**src/rtl/sram_pkg.sv**
```systemverilog
// Shared definitions for the SRAM write path: bus widths, w_din field
// offsets and the writer state encoding also used by the arbiter.
package sram_pkg;

    localparam int ADDR_WIDTH = 19;
    localparam int DATA_WIDTH = 32;
    localparam int MASK_WIDTH = 4;
    localparam int PIX_WIDTH  = 8;

    // w_din = {mask, addr, data}, data in the low bits
    localparam int W_DATA_LSB = 0;
    localparam int W_ADDR_LSB = DATA_WIDTH;

    function automatic int w_mask_lsb(input int addr_width);
        return DATA_WIDTH + addr_width;
    endfunction

    function automatic int w_din_width(input int addr_width);
        return MASK_WIDTH + addr_width + DATA_WIDTH;
    endfunction

    // Writer frame state
    localparam logic [0:0] ST_IDLE   = 1'b0;
    localparam logic [0:0] ST_ACTIVE = 1'b1;

    // Byte-enable mask covering lanes 0..last_lane
    function automatic logic [MASK_WIDTH-1:0] lane_mask(input logic [1:0] last_lane);
        logic [MASK_WIDTH-1:0] m;
        case (last_lane)
            2'd0:    m = 4'b0001;
            2'd1:    m = 4'b0011;
            2'd2:    m = 4'b0111;
            default: m = 4'b1111;
        endcase
        return m;
    endfunction

endpackage

```
**src/rtl/sram_pixel_packer.sv**
```systemverilog
// 4:1 pixel accumulator. Packs 8-bit pixels into a 32-bit word, lane 0 in
// the low byte, and produces the byte mask of the filled lanes. The packed
// word is presented combinationally in the cycle the closing pixel is taken
// so the parent can register it straight into its output stage.
module sram_pixel_packer (
    input  logic        clock,
    input  logic        reset,
    input  logic        pix_take,
    input  logic        pix_restart,
    input  logic        pix_last,
    input  logic [7:0]  pix_data,
    output logic        word_emit,
    output logic [31:0] word_data,
    output logic [3:0]  word_mask
);
    import sram_pkg::*;

    logic [1:0]  fill_cnt;
    logic [23:0] acc_data;
    logic [1:0]  lane;
    logic [31:0] base_data;

    // Place the incoming pixel in its lane; a restart ignores any partial word
    always_comb begin
        lane      = pix_restart ? 2'd0 : fill_cnt;
        base_data = pix_restart ? 32'h0 : {8'h00, acc_data};
        word_data = base_data | ({24'h0, pix_data} << {lane, 3'b000});
        word_mask = lane_mask(lane);
        word_emit = pix_take && ((lane == 2'd3) || pix_last);
    end

    // Accumulate lanes; an emitted word leaves the accumulator empty
    always_ff @(posedge clock or posedge reset) begin
        if (reset) begin
            fill_cnt <= 2'd0;
            acc_data <= 24'h0;
        end else if (pix_take) begin
            if (word_emit) begin
                fill_cnt <= 2'd0;
                acc_data <= 24'h0;
            end else begin
                fill_cnt <= lane + 2'd1;
                acc_data <= word_data[23:0];
            end
        end
    end

endmodule

```
**src/rtl/sram_pixel_writer.sv**
```systemverilog
// Pixel stream to SRAM arbiter write port. Packs grayscale pixels four per
// word, tracks the frame word address, and reports frame completion and
// overrun. Optional ping-pong buffering is enabled by defining the macro
// SRAM_WRITER_DOUBLE_BUFFER_EN.
module sram_pixel_writer #(
    parameter int ADDR_WIDTH  = sram_pkg::ADDR_WIDTH,
    parameter int FRAME_BASE  = 0,
    parameter int FRAME_WORDS = 19200
) (
    input  logic                      clock,
    input  logic                      reset,
    input  logic                      pix_valid,
    output logic                      pix_ready,
    input  logic [7:0]                pix_data,
    input  logic                      pix_sof,
    input  logic                      pix_eof,
    output logic                      w_din_valid,
    input  logic                      w_din_ready,
    output logic [36+ADDR_WIDTH-1:0]  w_din,
    output logic                      frame_done,
    output logic [7:0]                frame_count,
    output logic                      overrun,
    output logic                      buf_sel
);
    import sram_pkg::*;

    localparam logic [ADDR_WIDTH-1:0] BASE0    = ADDR_WIDTH'(FRAME_BASE);
    localparam logic [ADDR_WIDTH-1:0] LAST_IDX = ADDR_WIDTH'(FRAME_WORDS - 1);

    logic [0:0]            state;
    logic                  eof_seen;
    logic                  w_eof;
    logic [ADDR_WIDTH-1:0] wd_idx;

    logic                  pix_acc;
    logic                  out_hs;
    logic                  eof_hs;
    logic                  in_frame;
    logic                  take;
    logic                  restart;
    logic                  emit;
    logic [31:0]           word_data;
    logic [3:0]            word_mask;
    logic [ADDR_WIDTH-1:0] cur_idx;
    logic [ADDR_WIDTH-1:0] next_idx;
    logic                  wrap;
    logic [ADDR_WIDTH-1:0] word_base;
    logic [ADDR_WIDTH-1:0] word_addr;

    // Handshakes and frame qualification; pixels after eof or outside a
    // frame are dropped unless they start a new one
    always_comb begin
        pix_ready = !w_din_valid || w_din_ready;
        pix_acc   = pix_valid && pix_ready;
        out_hs    = w_din_valid && w_din_ready;
        eof_hs    = out_hs && w_eof;
        in_frame  = (state == ST_ACTIVE) && !eof_seen;
        restart   = pix_acc && pix_sof;
        take      = pix_acc && (pix_sof || in_frame);
        cur_idx   = restart ? '0 : wd_idx;
        wrap      = (cur_idx == LAST_IDX);
        next_idx  = wrap ? '0 : cur_idx + ADDR_WIDTH'(1);
        word_addr = word_base + cur_idx;
    end

`ifdef SRAM_WRITER_DOUBLE_BUFFER_EN
    localparam logic [ADDR_WIDTH-1:0] BASE1 = ADDR_WIDTH'(FRAME_BASE + FRAME_WORDS);

    logic frame_buf;
    logic next_buf;
    logic cur_buf;

    // A frame starting in the same cycle its predecessor completes already
    // belongs to the other buffer
    always_comb begin
        next_buf  = buf_sel ^ eof_hs;
        cur_buf   = restart ? next_buf : frame_buf;
        word_base = cur_buf ? BASE1 : BASE0;
    end

    // Buffer toggles on every completed frame; the frame latches its buffer at sof
    always_ff @(posedge clock or posedge reset) begin
        if (reset) begin
            buf_sel   <= 1'b0;
            frame_buf <= 1'b0;
        end else begin
            if (eof_hs)
                buf_sel <= ~buf_sel;
            if (restart)
                frame_buf <= next_buf;
        end
    end
`else
    assign word_base = BASE0;
    assign buf_sel   = 1'b0;
`endif

    sram_pixel_packer u_packer (
        .clock       (clock),
        .reset       (reset),
        .pix_take    (take),
        .pix_restart (restart),
        .pix_last    (pix_eof),
        .pix_data    (pix_data),
        .word_emit   (emit),
        .word_data   (word_data),
        .word_mask   (word_mask)
    );

    // One-word output register toward the arbiter, held while stalled
    always_ff @(posedge clock or posedge reset) begin
        if (reset) begin
            w_din_valid <= 1'b0;
            w_din       <= '0;
            w_eof       <= 1'b0;
        end else if (emit) begin
            w_din_valid <= 1'b1;
            w_din       <= {word_mask, word_addr, word_data};
            w_eof       <= pix_eof;
        end else if (out_hs) begin
            w_din_valid <= 1'b0;
        end
    end

    // Word index within the frame; wrapping without eof flags a sticky overrun
    always_ff @(posedge clock or posedge reset) begin
        if (reset) begin
            wd_idx   <= '0;
            overrun  <= 1'b0;
            eof_seen <= 1'b0;
        end else if (take) begin
            eof_seen <= pix_eof;
            if (emit) begin
                wd_idx <= next_idx;
                if (wrap && !pix_eof)
                    overrun <= 1'b1;
            end else if (restart) begin
                wd_idx <= '0;
            end
        end
    end

    // Frame FSM plus completion pulse and counter
    always_ff @(posedge clock or posedge reset) begin
        if (reset) begin
            state       <= ST_IDLE;
            frame_done  <= 1'b0;
            frame_count <= 8'd0;
        end else begin
            frame_done <= eof_hs;
            if (eof_hs)
                frame_count <= frame_count + 8'd1;
            if (restart)
                state <= ST_ACTIVE;
            else if (eof_hs)
                state <= ST_IDLE;
        end
    end

endmodule

```
**config.mk**
```make
export PLATFORM = sky130hd
export DESIGN_NAME = sram_pixel_writer
export DESIGN_NICKNAME = d
export VERILOG_FILES = /design/src/rtl/sram_pkg.sv /design/src/rtl/sram_pixel_packer.sv /design/src/rtl/sram_pixel_writer.sv
export SDC_FILE = /design/constraint.sdc
export NUM_CORES = 1
export LEC_CHECK = 0
export BUFFER_PORTS_ARGS = -buffer_cell sky130_fd_sc_hd__buf_2
export CELL_PAD_IN_SITES_DETAIL_PLACEMENT = 0
export CELL_PAD_IN_SITES_GLOBAL_PLACEMENT = 1
export CORE_MARGIN = 1.5
export CORE_UTILIZATION = 39
export DETAILED_ROUTE_END_ITERATION = 8
export GPL_TIMING_DRIVEN = 0
export PLACE_DENSITY = 0.79
export SLEW_MARGIN = 20
export SYNTH_ARGS = -nofsm -noshare
export SYNTH_HDL_FRONTEND = slang
export SYNTH_SLANG_ARGS = --single-unit
export TNS_END_PERCENT = 100
```
**constraint.sdc**
```tcl
create_clock -name clock -period 3.6 [get_ports clock]
set_clock_uncertainty 0.15 [all_clocks]
set_input_delay 0.72 -clock clock [delete_from_list [all_inputs] [get_ports clock]]
set_output_delay 0.72 -clock clock [all_outputs]
set_load 0.005 [all_outputs]
```
==> impl_metrics.toml, run 1 <==
[status]
result_of_the_run = "completed"

[floorplan]
design.die.area_um2 = 13330
die_height_um = 115.4
die_w_um = 115.4
start_util_pct = 40.55
boundaryPins = 82
core_area_um2 = 12160
row_count = 40

[final_layout]
layout.cells.most_common_list = "dfrtp_1, buf_2, nand2_1, nor2_1, a22o_1"
instances_no_fill = 762
antenna_cells = 0
design.final.nets = 600
area_delta_synth_final_pct = 26.95
layout.cells.most_common = "dfrtp_1"
layout-drive-gt1-share_pct = 23.23
multiInputGateArea_um2 = 1938
layout.area.seq_um2 = 2853
post-route-cell-area_um2 = 6260
final.fill_count = 1122

[critical_path]
crit_required_ns = 3.79
cp_data_arrival_time_ns = 3.62
worstSetupStartpointType = "flop"
path_max_fanout = 10
setup.worst_path.end_class = "flop"
path_class = "reg2reg"

[worst_hold_path]
worst_hold_path_type = "in2async"

[detailed_routing]
drt_pre_antenna_iters = 5
avgRoutedWirePerCell_um = 17.27
post_drt_via_cell_ratio = 5.367
number_of_vias_in_the_routed_layout = 4090
route.antenna.remaining_nets = 0
routed_wl_um = 13160
drc_violation_count_after_routing = 0
drt_iter0_drc = 236

[yosys]
postSynth.asyncResetShare_pct = 100.0
yosysUniqueCellTypes = 47
syn_area_um2 = 4931
synth.yosys.warnings = 0
syn-num-nets = 496
synth-edff-count = 0
synth_flop_cell = "dfrtp_1"
synth.avg_cell_area_um2 = 10.34
synthCells = 477
yosysSeqAreaShare_pct = 57.85
yosys_register_bits = 114

[global_routing]
grt_pass1_vias = 4163
antenna_found_initial = 0
grt_remaining_overflow = 0
grt_start_max_net_pins = 35
global_route_usage_sum_pct = 21.33
grt_first_pass_wirelength_um = 21470

[place]
buffer_ports.inserted = 80
placed_area_um2 = 5605
place.detailed.instances = 728
placement.setup.worst_slack_ns = -1.169
gpl.final_weighted_congestion = 0.8285
dp_hpwl_um = 9303

[cts]
clock_sink_count = 114
tritoncts = "built"
cts.clk_slew.worst_paths_ns = 0.05
ctsRootBufferMaster = "clkbuf_16"
worst_skew_late_latency_ns = 0.41
clk_path_buf_depth = 2
cts-buffers-inserted = 17
ctsHoldBuffers = 0
number_of_h_tree_levels = 4

[sta]
hold_viol = 0
setup_ws_ns = 0.1629
setup_violations = 0
fmaxAchievable_mhz = 290.9
final_min_period_over_clock_period_pct = 95.48
final.setup.tns_ns = 0
pins_over_their_slew_limit = 0
final.min_clock_period_ns = 3.437
worst_slew_pin_slew_ns = 0.9811
timing.slew.headroom_pct = 34.43

[power_and_ir_drop]
lkg_pwr_nw = 3.045
p_total_w = 0.004127
power.density_nw_per_um2 = 659.3
vdd_ir_drop_max_uv = 392.4

[run]
maxCapViolCount = 0
[report_power, final]
| group | leakage, nW | switching [W] | internal, W |
|---|---|---|---|
| sequential | 1.50 | 0.000156 | 0.00151 |
| combinational | 1.26 | 0.000444 | 0.000321 |
| clock | 0.292 | 0.000577 | 0.00112 |
[state kept, by name, indices dropped and copies added (netlist names)]
name and flops:
frame_count 8, wd_idx 19, u_packer.fill_cnt 2, eof_seen 1, w_din_valid 1, overrun 1
state 1, w_din 55, frame_done 1, u_packer.acc_data 24, w_eof 1
[kinds of logic after synthesis]
logic type / after synthesis / synth area share, %
multiplexers: 5 / 1.040
other: 1 / 0.07605
AND/OR/NAND/NOR: 184 / 17.15
flip-flops: 114 / 57.85
AO/OA/AOI/OAI: 117 / 17.41
XOR/XNOR: 10 / 1.776
adder cells (fa/ha/maj): 5 / 1.269
buffers and inverters: 41 / 3.426
[stage by stage]
stage          hold slack (ns)  util, %
6_report                0.2154    51.47
5_1_grt                 0.2450    51.47
4_1_cts                 0.2195    51.27
3_5_place_dp            0.3019    46.09
3_3_place_gp            0.2962    45.60
2_1_floorplan           0.2863        -
[worst max-delay path: stages (launching register included)]
cell,delay [ns]
dfrtp_1,0.38
nor2b_2,0.16
buf_6,0.14
inv_4,0.10
nand2_2,0.15
clkbuf_4,0.26
nand2_1,0.16
inv_1,0.08
ha_1,0.20
nor2_2,0.37
a2111o_1,0.34
clkbuf_2,0.33
clkbuf_2,0.30
a221oi_1,0.10
nor2_1,0.14
[worst paths after layout]
kind                         endpoint  cells after the start   startpoint  slack (ns)
setup / recovery             w_din[7]                     14  w_din_valid        0.16
hold / removal              w_din[21]                      2        reset        0.22
setup reg to reg             w_din[7]                     14  w_din_valid        0.16
hold reg to reg             w_din[45]                      2    w_din[45]        0.31
max in group asynchronous  wd_idx[13]                      4        reset        2.32
min in group clock          w_din[45]                      2    w_din[45]        0.31
[cell type report]
| cell class | count | share of cell area [%] |
|---|---|---|
| Clock inverter | 11 | 2.159 |
| Sequential cell | 114 | 45.57 |
| Inverter | 14 | 0.9394 |
| Clock buffer | 21 | 7.356 |
| Tap cell | 168 | 3.358 |
| Multi-Input combinational cell | 322 | 30.96 |
| Buffer | 27 | 2.059 |
| Timing Repair Buffer | 85 | 7.595 |
[synthesized netlist by cell type (all sizes together) (6+ instances only)]
library cell,n,share of area [%]
and3,8,1.0
o21ai,30,3.0
nand2,73,5.6
nand4,7,0.89
nand3,20,2.0
a22o,33,5.9
o31ai,10,1.5
inv,14,1.1
nor2,47,3.6
a221oi,16,2.8
nor3,8,0.81
a21oi,13,1.3
xor2,6,1.1
clkbuf,24,1.8
dfrtp,114,58
[routing by layer]
metal	share of wire, %	up-vias	wire, um	track usage [%]
li1	-	1925	-	-
met1	44	2004	5727	27.73
met2	48	142	6366	34.95
met3	6.4	19	846	4.812
met4	1.6	0	217	8.066
met5	0	-	0	0
[timing repair]
action	CTS	global route
pin swaps	0	2
endpoints found under the setup margin	97	58
gates resized for setup	12	7
setup buffers	0	2
(Power assumes the default switching activity.)
==> run 2, diff against run 1 <==
--- a/config.mk
+++ b/config.mk
@@ -8,6 +8,7 @@
 export BUFFER_PORTS_ARGS = -buffer_cell sky130_fd_sc_hd__buf_2
 export CELL_PAD_IN_SITES_DETAIL_PLACEMENT = 0
 export CELL_PAD_IN_SITES_GLOBAL_PLACEMENT = 1
+export CORE_ASPECT_RATIO = 0.9
 export CORE_MARGIN = 1.5
 export CORE_UTILIZATION = 39
 export DETAILED_ROUTE_END_ITERATION = 8
==> impl_metrics.toml, run 2 (synthesized netlist as in run 1, its figures left out) <==
[status]
result_of_the_run = "completed"

[cts]
tritoncts = "built"
clk_path_buf_depth = 2
postCtsSetupRepairBufs = 0
ctsRootBufferMaster = "clkbuf_16"
clock_sink_count = 114
ctsHoldBuffers = 0
cts.clk_slew.worst_paths_ns = 0.05
worst_skew_late_latency_ns = 0.42
number_of_h_tree_levels = 4
cts-buffers-inserted = 17

[place]
buffer_ports.inserted = 80
placement.setup.worst_slack_ns = -1.121
dp_hpwl_um = 9572
placed_area_um2 = 5603
gpl.final_weighted_congestion = 0.9231

[detailed_routing]
drt_iter0_drc = 373
route.antenna.remaining_nets = 0
number_of_vias_in_the_routed_layout = 4161
routed_wl_um = 13730
post_drt_via_cell_ratio = 5.533
avgRoutedWirePerCell_um = 18.26
drt_pre_antenna_iters = 5
drc_violation_count_after_routing = 0

[final_layout]
layout.cells.most_common_list = "dfrtp_1, buf_2, nand2_1, nor2_1, a22o_1"
layout_top_registers = "w_din: 55 flops, u_packer.acc_data: 24 flops, wd_idx: 19 flops"
final.fill_count = 1157
layout-drive-gt1-share_pct = 23.14
antenna_cells = 0
post-route-cell-area_um2 = 6347
max_flop_register = "w_din"
design.final.nets = 598
layout.cells.most_common = "dfrtp_1"
flip_flop_count_of_the_largest_register_after_layout = 55
area_delta_synth_final_pct = 28.72

[sta]
final.min_clock_period_ns = 3.466
setup_ws_ns = 0.1344
fmaxAchievable_mhz = 288.6
final_min_period_over_clock_period_pct = 96.27
timing.slew.headroom_pct = 38.93
rsz0062_at_grt = "false"
pins_over_their_slew_limit = 0
setup_violations = 0
hold_viol = 0
worst_slew_pin_slew_ns = 0.9137

[floorplan]
row_count = 38
design.die.area_um2 = 13330
die_w_um = 121.5
core_area_um2 = 12170
die_height_um = 109.7
boundaryPins = 82
start_util_pct = 40.51

[global_routing]
antenna_found_initial = 0
global_route_usage_sum_pct = 22.21
grt_remaining_overflow = 0
grt_start_max_net_pins = 35
grt_first_pass_wirelength_um = 22040
grt_pass1_vias = 4017

[critical_path]
cp_data_arrival_time_ns = 3.60
crit_required_ns = 3.74
setup.worst_path.end_class = "flop"
worstSetupStartpointType = "input pin"
path_max_fanout = 10
path_class = "in2reg"

[power_and_ir_drop]
power.density_nw_per_um2 = 695.6
vdd_ir_drop_max_uv = 370.5
lkg_pwr_nw = 3.090

[worst_hold_path]
worst_hold_path_type = "in2async"

[run]
maxCapViolCount = 0
## run 2: per-stage QoR
step           total power (W)  hold slack, ns  util, %  setup TNS, ns  cells
2_1_floorplan         0.002090          0.2863        -              0    477
3_3_place_gp          0.002417          0.2971    45.48         -81.80    717
3_5_place_dp          0.002458          0.3037    46.03         -84.10    720
4_1_cts               0.004444          0.2767    52.03              0    752
5_1_grt               0.004631          0.3160    52.15              0    752
6_report              0.004415          0.2652    52.15              0    752
## run 2: report_power, final
part           total (W)  internal [W]  switching [W]
Combinational   0.000785      0.000322       0.000463
Sequential       0.00167       0.00151       0.000154
Clock            0.00196       0.00139       0.000575
Total            0.00441       0.00322        0.00119
## run 2: final timing paths
check | from | endpoint | slack, ns | depth (start not counted)
setup / recovery | w_din_ready | w_din[4] | 0.13 | 15
hold / removal | reset | w_din[49] | 0.27 | 2
setup reg to reg | w_din_valid | w_din[4] | 0.16 | 14
hold reg to reg | w_din[45] | w_din[45] | 0.31 | 2
max in group asynchronous | reset | w_din[1] | 2.20 | 4
min in group clock | w_din[45] | w_din[45] | 0.31 | 2
## run 2: area by class of cell
class	instances	area, um^2	share of cell area (%)
Buffer	27	128.9	2.030
Clock buffer	23	498.0	7.845
Clock inverter	9	197.7	3.115
Inverter	14	58.81	0.9265
Multi-Input combinational cell	322	1943	30.61
Sequential cell	114	2853	44.94
Tap cell	160	200.2	3.154
Timing Repair Buffer	83	467.9	7.372
## run 2: timing repair
action                                  CTS  global route
gates cloned                              0             0
pin swaps                                 1             1
resized for setup                        13             6
endpoints found under the setup margin   97            89
## run 2: layer usage
metal	vias up	wire (um)	global-route usage (%)
met5	-	0	0
met4	0	168	8.403
met3	14	927	5.705
met2	167	6093	31.84
met1	2061	6539	32.29
li1	1919	-	-
## run 2: critical path, stage by stage
cell and delay [ns]:
buf_2 0.11, nor2b_2 0.12, buf_6 0.18, inv_4 0.07, nand2_2 0.15, clkbuf_4 0.27, nand2_1 0.15, inv_1 0.11
ha_1 0.21, nor2_4 0.09, a2111o_1 0.46, clkbuf_2 0.27, clkbuf_2 0.25, a221oi_1 0.35, nor2_1 0.07
==> run 3, diff against run 2 <==
--- a/config.mk
+++ b/config.mk
@@ -13,7 +13,7 @@
 export CORE_UTILIZATION = 39
 export DETAILED_ROUTE_END_ITERATION = 8
 export GPL_TIMING_DRIVEN = 0
-export PLACE_DENSITY = 0.79
+export PLACE_DENSITY = 0.86
 export SLEW_MARGIN = 20
 export SYNTH_ARGS = -nofsm -noshare
 export SYNTH_HDL_FRONTEND = slang
==> impl_metrics.toml, run 3 (synthesized netlist as in run 1, its figures left out) <==
[critical_path]
worstSetupStartpointType = "input pin"
path_max_fanout = 10
critical_path.max_stage_delay_ns = 0.66
crit-reg2reg-capture = "wd_idx[11]"
reg2regPathDepth = 13
cpMaxStageDelayCell = "or4_1"
cell_breakdown_of_the_critical_path = "buf_2, nor2b_2, buf_6, inv_4, nand2_2, clkbuf_8, nand2_1, inv_1, ha_1, nor2_4, a2111o_1, or4_1, o21a_1, a21oi_1"
crit_required_ns = 3.79
cp_data_arrival_time_ns = 3.63
path_class = "in2reg"
timing.critical_path.max_delay_family = "simple AND/OR/NAND/NOR gates"
r2r_setup_slack_ns = 0.20
setup.worst_path.end_class = "flop"
cp.buffers_inverters = 5
r2r-start = "w_din_valid"

[global_routing]
antenna_found_initial = 0
gr-max-usage-layer = "met2"
groute.layer.met1.usage_pct = 30.47
global_route.usage.met3_pct = 5.965
grt_start_max_net_pins = 36
grt_remaining_overflow = 0
groute.layer.met2.usage_pct = 33.74
global_route_usage_sum_pct = 22.25
grt_pass1_vias = 4343
grt_first_pass_wirelength_um = 22580

[final_layout]
max_flop_register = "w_din"
area_delta_synth_final_pct = 26.34
instances_no_fill = 752
layout.cells.most_common = "dfrtp_1"
layout-drive-gt1-share_pct = 22.47
layout.cells.most_common_list = "dfrtp_1, buf_2, nand2_1, nor2_1, a22o_1"
layout_top_registers = "w_din: 55 flops, u_packer.acc_data: 24 flops, wd_idx: 19 flops"
post-route-cell-area_um2 = 6230
antenna_cells = 0
flip_flop_count_of_the_largest_register_after_layout = 55
design.final.nets = 598

[cts]
ctsHoldBuffers = 0
clk_path_buf_depth = 2
worst_skew_late_latency_ns = 0.42
cts.clk_slew.worst_paths_ns = 0.05
postCtsSetupRepairBufs = 0
ctsRootBufferMaster = "clkbuf_16"
clock_sink_count = 114
cts-buffers-inserted = 17
number_of_h_tree_levels = 4
tritoncts = "built"

[detailed_routing]
route.antenna.remaining_nets = 0
drc_violation_count_after_routing = 0
drt_iter0_drc = 372
post_drt_via_cell_ratio = 5.618
drt_pre_antenna_iters = 5
routed_wl_um = 13710
number_of_vias_in_the_routed_layout = 4225
avgRoutedWirePerCell_um = 18.23

[power_and_ir_drop]
p_total_w = 0.004115
switching_share_pct = 29.12
lkg_pwr_nw = 3.040
power.sequential.fraction_pct = 40.5
cellInternalPower_w = 0.002917
net-switching-power_w = 0.001198
power.density_nw_per_um2 = 660.6
clockPowerShare_pct = 40.4
part_of_the_total_power_dissipated_in_combinational_logic_pct = 19.1
vdd_ir_drop_max_uv = 343.1

[sta]
worst_slew_pin_slew_ns = 0.9222
fmaxAchievable_mhz = 290.2
rsz0062_at_grt = "false"
setup_violations = 0
hold_viol = 0
pins_over_their_slew_limit = 0
setup_ws_ns = 0.1545
timing.slew.headroom_pct = 38.37
final.min_clock_period_ns = 3.445
final_min_period_over_clock_period_pct = 95.71

[status]
result_of_the_run = "completed"

[floorplan]
boundaryPins = 82
design.die.area_um2 = 13330
die_height_um = 109.7
row_count = 38
die_w_um = 121.5
start_util_pct = 40.51
core_area_um2 = 12170

[worst_hold_path]
worst_hold_path_type = "in2async"

[place]
placed_area_um2 = 5603
buffer_ports.inserted = 80
placement.setup.worst_slack_ns = -1.076
gpl.final_weighted_congestion = 0.9205
dp_hpwl_um = 9364
place.detailed.instances = 720

[run]
maxCapViolCount = 0
-- run 3: timing repair --
item | 4_1_cts | 5_1_grt
setup endpoints to repair | 97 | 19
pin swaps | 0 | 2
resized for setup | 16 | 1
-- run 3: worst reg2reg max path: cells and delay by family, from the launching register on --
kind            cells  cell delay, ns
compound gates      3            0.79
fa+ha+maj           1            0.23
buf+inv             4            0.61
flops               1            0.34
simple gates        5            1.20
-- run 3: layout make-up --
cell class                 count  area, um^2
timing repair buffer          83       467.9
inverter                      14       58.81
fill                        1132        5942
tap                          160       200.2
clock inverter                11       137.6
clock buffer                  21       440.4
multi-input combinational    322        1937
buffer                        27       135.1
sequential                   114        2853
-- run 3: worst max-delay path by stage --
stage,start,end,slack [ns],cells past startpoint
2_1_floorplan,w_din_ready,wd_idx[11],0.11,13
3_3_place_gp,w_din_ready,w_din[2],-1.01,15
3_5_place_dp,w_din_ready,w_din[5],-1.08,15
4_1_cts,w_din_ready,wd_idx[11],0.11,14
5_1_grt,w_din_ready,wd_idx[10],0.04,14
6_report,w_din_ready,wd_idx[11],0.15,14
-- run 3: metrics by stage --
stage | setup TNS, ns | util (%) | hold slack [ns]
finish | 0 | 51.18 | 0.2586
global placement | -76.35 | 45.48 | 0.2993
floorplan | 0 | - | 0.2863
detailed placement | -83.44 | 46.03 | 0.2996
CTS | 0 | 51.14 | 0.2754
global route | 0 | 51.18 | 0.3059
-- run 3: metal layers --
layer  routed length, um  share of wire (%)  vias to the layer above
li1                    -                  -                     1919
met1                6281                 46                     2116
met2                6282                 46                      167
met3                 903                6.6                       23
met4                 241                1.8                        0
met5                   0                  0                        -
-- run 3: power by group through the flow --
stage / Clock (W) / Combinational (W) / Sequential [W]
3_5_place_dp: 0 / 0.000771 / 0.00168
6_report: 0.00166 / 0.000785 / 0.00167
5_1_grt: 0.00175 / 0.000886 / 0.00170
4_1_cts: 0.00168 / 0.000789 / 0.00167
2_1_floorplan: 0 / 0.000411 / 0.00168
3_3_place_gp: 0 / 0.000735 / 0.00168
